<file path="src/rtl/bus_arbiter8.sv">
// Eight-way round-robin bus arbiter with bounded burst tenure.
// The owner streams its 16-bit word onto y until it drops req or hits BURST_MAX.
module bus_arbiter8 #(
  parameter int unsigned BURST_MAX = 4
) (
  input  logic         clk,
  input  logic         rst_n,
  input  logic [7:0]   req,
  input  logic [127:0] data,
  output logic [7:0]   gnt,
  output logic [2:0]   sel,
  output logic [15:0]  y,
  output logic         y_valid,
  output logic         busy
);

  typedef enum logic {
    IDLE,
    OWN
  } state_t;

  localparam logic [3:0] BMAX = 4'(BURST_MAX);

  state_t      state;
  logic [2:0]  ptr;
  logic [3:0]  cnt;

  logic        arb_hit;
  logic [2:0]  arb_idx;
  logic [2:0]  scan;
  logic        own_req;
  logic        last;
  logic        rel;
  logic [15:0] slice;

  // Walk from the farthest offset back to ptr so the nearest hit wins.
  always_comb begin
    arb_hit = 1'b0;
    arb_idx = ptr;
    scan    = ptr;
    for (int k = 7; k >= 0; k--) begin
      scan = ptr + 3'(k);
      if (req[scan]) begin
        arb_hit = 1'b1;
        arb_idx = scan;
      end
    end
  end

  assign own_req = req[sel];
  assign last    = (cnt + 4'd1) == BMAX;
  assign rel     = !own_req || last;
  assign slice   = data[{sel, 4'b0000} +: 16];
  assign busy    = |gnt;

  always_ff @(posedge clk or negedge rst_n) begin
    if (!rst_n) begin
      state   <= IDLE;
      ptr     <= 3'd0;
      cnt     <= 4'd0;
      gnt     <= 8'h00;
      sel     <= 3'd0;
      y       <= 16'h0000;
      y_valid <= 1'b0;
    end else begin
      unique case (state)
        IDLE: begin
          y_valid <= 1'b0;
          if (arb_hit) begin
            gnt   <= 8'h01 << arb_idx;
            sel   <= arb_idx;
            ptr   <= arb_idx + 3'd1;
            cnt   <= 4'd0;
            state <= OWN;
          end else begin
            gnt <= 8'h00;
          end
        end
        OWN: begin
          if (own_req) begin
            y       <= slice;
            y_valid <= 1'b1;
            cnt     <= cnt + 4'd1;
          end else begin
            y_valid <= 1'b0;
          end
          // Re-arbitrate on the releasing edge; ptr already skips the owner.
          if (rel) begin
            if (arb_hit) begin
              gnt   <= 8'h01 << arb_idx;
              sel   <= arb_idx;
              ptr   <= arb_idx + 3'd1;
              cnt   <= 4'd0;
              state <= OWN;
            end else begin
              gnt   <= 8'h00;
              state <= IDLE;
            end
          end
        end
        default: state <= IDLE;
      endcase
    end
  end

endmodule

</file>
<file path="config.mk">
export PLATFORM = sky130hd
export DESIGN_NAME = bus_arbiter8
export DESIGN_NICKNAME = d
export VERILOG_FILES = /design/src/rtl/bus_arbiter8.sv
export SDC_FILE = /design/constraint.sdc
export NUM_CORES = 1
export LEC_CHECK = 0
export BUFFER_PORTS_ARGS = -buffer_cell sky130_fd_sc_hd__buf_2
export CAP_MARGIN = 20
export CORE_MARGIN = 2
export CORE_UTILIZATION = 43
export DETAILED_ROUTE_END_ITERATION = 8
export PLACE_DENSITY = 0.77
export SYNTH_ARGS = -nofsm -noshare
export SYNTH_HDL_FRONTEND = slang
export SYNTH_SLANG_ARGS = --single-unit
export TNS_END_PERCENT = 10
</file>
<file path="constraint.sdc">
create_clock -name clk -period 3.69 [get_ports clk]
set_input_delay 0.369 -clock clk [delete_from_list [all_inputs] [get_ports clk]]
set_output_delay 0.369 -clock clk [all_outputs]
set_load 0.005 [all_outputs]
</file>
==> impl_metrics.yaml <==
logic_synthesis:
  synth_ff_type: "dfrtp_1"
  yosysSeqAreaShare_pct: 24.9
  synth_edf_count: 0
  yosysUniqueCellTypes: 66
  ys_seq_elements: 36
  synth_nets: 491
  synthCells: 345
  synth-async-reset-ratio_pct: 100
  syn_avg_cell_area_um2: 10.5
  synth_area_um2: 3620
  synth.area.top_cells: "dfrtp_1 25%, mux4_2 24%, nand2_1 5.5%"
  yosys_warnings: 0
  synth_top_area_share_pct: 24.9
  yosys.area.top_type: "dfrtp_1"
critical_path:
  r2r-start: "ptr[0]"
  r2r-end: "gnt[4]"
  cp-end-kind: "flip-flop"
  path_class: "reg -> reg"
  reg2regPathDepth: 12
  critPathLaunchType: "flip-flop"
  required_ns: 3.85
  critPathArrivalTime_ns: 3.55
  crit_fanout: 24
  r2r_setup_slack_ns: 0.30
detailed_routing:
  drc: 0
  avgRoutedWirePerCell_um: 18.8
  drtAntennaViolNets: 0
  dr.pass1.iters: 5
  viasPerCell: 5.95
  vias: 3617
  dr.first_iter.drc_count: 359
  wl_um: 11500
min_path:
  hold_path.class: "in -> async"
finish:
  finalNetCount: 648
  fill_cells: 730
  layout-drive-gt1-share_pct: 49.3
  syn_to_final_growth_pct: 28.2
  n_antenna_cell: 0
  final_area_um2: 4640
clock_tree:
  insertion_delay_ns: 0.29
  cts_tree: "built"
  ctsHoldBuffers: 0
  clkSlewWorstSetupHoldPaths_ns: 0.08
  cts_max_level: 2
  cts_root_buffer: "clkbuf_8"
  post_cts_buffers: 0
  clockBufferDepth: 2
  cts_sinks: 36
  cts_buffers: 5
grt:
  antenna_found_initial: 0
  grt_max_degree: 37
  grt-busiest-layer: "met2"
  grt_util_met3_pct: 5.09
  grt_pass1_vias: 3411
  grt_overflow: 0
  grtUsageTotal_pct: 24.5
  grt_util_met1_pct: 36.0
  grt_pass1_wl_um: 17300
  met2_usage_pct: 38.2
sta:
  worst_clock_skew_ns: 0.00992
  finalHoldViolations: 0
  setup_slack_ns: 0.295
  layout_min_cycle_time_ns: 3.39
  rsz0062_at_grt: "true"
  max_slew.worst_pin.slew_ns: 0.792
  max_freq_ghz: 0.295
  period_share_pct: 92.0
  slew_viol_final: 0
  finalSetupViolCount: 0
  slew_headroom_pct: 47.2
placement:
  dpl.hpwl_um: 9120
  preCtsSetupSlack_ns: 0.206
  dpl-instance-area_um2: 4530
  portBuffers: 166
  place.gp.congestion: 0.944
floorplanning:
  die_h_um: 95.7
  ioPinCount: 167
  start_util_pct: 44.2
  die-area_um2: 9160
  core-area_um2: 8180
  rows: 33
  die_w_um: 95.7
run_status:
  status: "finished, final reports clean"
job:
  drv_cap: 0
power_and_ir_drop:
  p_per_area_nw_per_um2: 1010
  ir_drop_v: 0.000426
  leakagePower_uw: 0.00215
## Yosys cell counts (all sizes together), types with 2 or more instances
| library cell | n |
|---|---|
| a2111oi | 2 |
| a21boi | 4 |
| a21oi | 6 |
| a221o | 2 |
| a22o | 2 |
| a22oi | 3 |
| a2bb2oi | 2 |
| a31oi | 17 |
| a32o | 2 |
| and2 | 3 |
| and3 | 2 |
| buf | 10 |
| clkbuf | 17 |
| clkinv | 3 |
| dfrtp | 36 |
| ha | 8 |
| inv | 7 |
| mux2 | 9 |
| mux2i | 14 |
| mux4 | 43 |
| nand2 | 53 |
| nand2b | 3 |
| nand3 | 7 |
| nand4b | 4 |
| nor2 | 27 |
| nor3 | 5 |
| nor3b | 2 |
| nor4 | 3 |
| o211ai | 6 |
| o21ai | 10 |
| o21bai | 3 |
| o22a | 2 |
| o311ai | 2 |
| o31ai | 4 |
| o32ai | 3 |
| or2 | 2 |
| xor2 | 2 |
## metal layers
metal | vias up | wire (um)
met5 | - | 0
met4 | 0 | 174
met3 | 21 | 876
met2 | 167 | 5600
met1 | 1758 | 4810
li1 | 1671 | -
## metrics by stage
| stage | TNS [ns] | hold WS [ns] | utilization, % | instances | power (uW) |
|---|---|---|---|---|---|
| after floorplan | 0 | 0.0734 | - | 345 | 3430 |
| after global placement | 0 | 0.489 | 55.4 | 600 | 4220 |
| after detailed placement | 0 | 0.496 | 55.4 | 600 | 4320 |
| after CTS | 0 | 0.192 | 56.5 | 608 | 4600 |
| after global routing | -0.0830 | 0.229 | 56.7 | 608 | 5090 |
| final | 0 | 0.164 | 56.7 | 608 | 4680 |
## worst max-delay path, stage by stage (launching register included)
cell and delay, ns:
dfrtp_1 0.34, buf_4 0.30, mux2_2 0.44, mux4_1 0.60, o311ai_1 0.32, a311oi_1 0.17, o211ai_2 0.28, inv_1 0.09
ha_1 0.19, a21boi_0 0.13, buf_4 0.18, a22oi_1 0.12, o31ai_1 0.09
## cell type report
type	count	area, um^2	share of cell area [%]
clock buffers	5	68.8	1.48
multi-input cells	272	2560	55.3
inverters	10	37.5	0.810
well taps	105	131	2.83
repair buffers	177	913	19.7
clock inverters	3	18.8	0.405
flip-flops and latches	36	902	19.5
## cells in the final DEF (no fill, tap or decap), types with 7 or more instances in the layout
cell type  count
a31oi_1       17
buf_2        166
buf_4         11
dfrtp_1       35
ha_1           8
inv_1          7
mux2i_1       12
mux4_2        38
nand2_1       53
nand3_1        7
nor2_1        27
o21ai_0        9
## cells by family (layout without fill, tap and decap cells)
logic type                 Yosys count  after routing  synth area share (%)
muxes                               66             66                  34.4
buffers and inverters               37            195                  4.67
DFF                                 36             36                  24.9
adders and majority gates            8              8                  2.77
and+or+nand+nor                    116            116                  14.9
xor gates and xnor gates             3              3                 0.727
AOI/OAI and AO/OA                   79             79                  17.6
## sequential cells by signal (all words and copies together), names as in the netlist
register  count
cnt           4
gnt           8
ptr           3
sel           3
state         1
y            16
y_valid       1
## report_power, final
part / switching, uW / internal (uW) / leakage [uW] / total [uW]
registers: 101 / 588 / 0.000432 / 689
clock network: 142 / 131 / 0.0000479 / 273
logic: 2050 / 1660 / 0.00167 / 3720
## worst max path at each step
stage | startpoint | endpoint | slack (ns) | depth (start not counted)
2_1_floorplan | ptr[0] | gnt[6] | 0.13 | 16
6_report | ptr[0] | gnt[4] | 0.30 | 12
3_3_place_gp | ptr[0] | gnt[4] | 0.38 | 12
5_1_grt | ptr[0] | gnt[4] | -0.03 | 11
3_5_place_dp | ptr[0] | gnt[5] | 0.21 | 11
4_1_cts | ptr[0] | gnt[5] | 0.19 | 11
## repair_timing
item | CTS | global route
endpoints found under the setup margin | 0 | 6
resized for setup | 0 | 5
endpoints found under the hold margin | 0 | 0
Power figures use the tool's default switching activity.
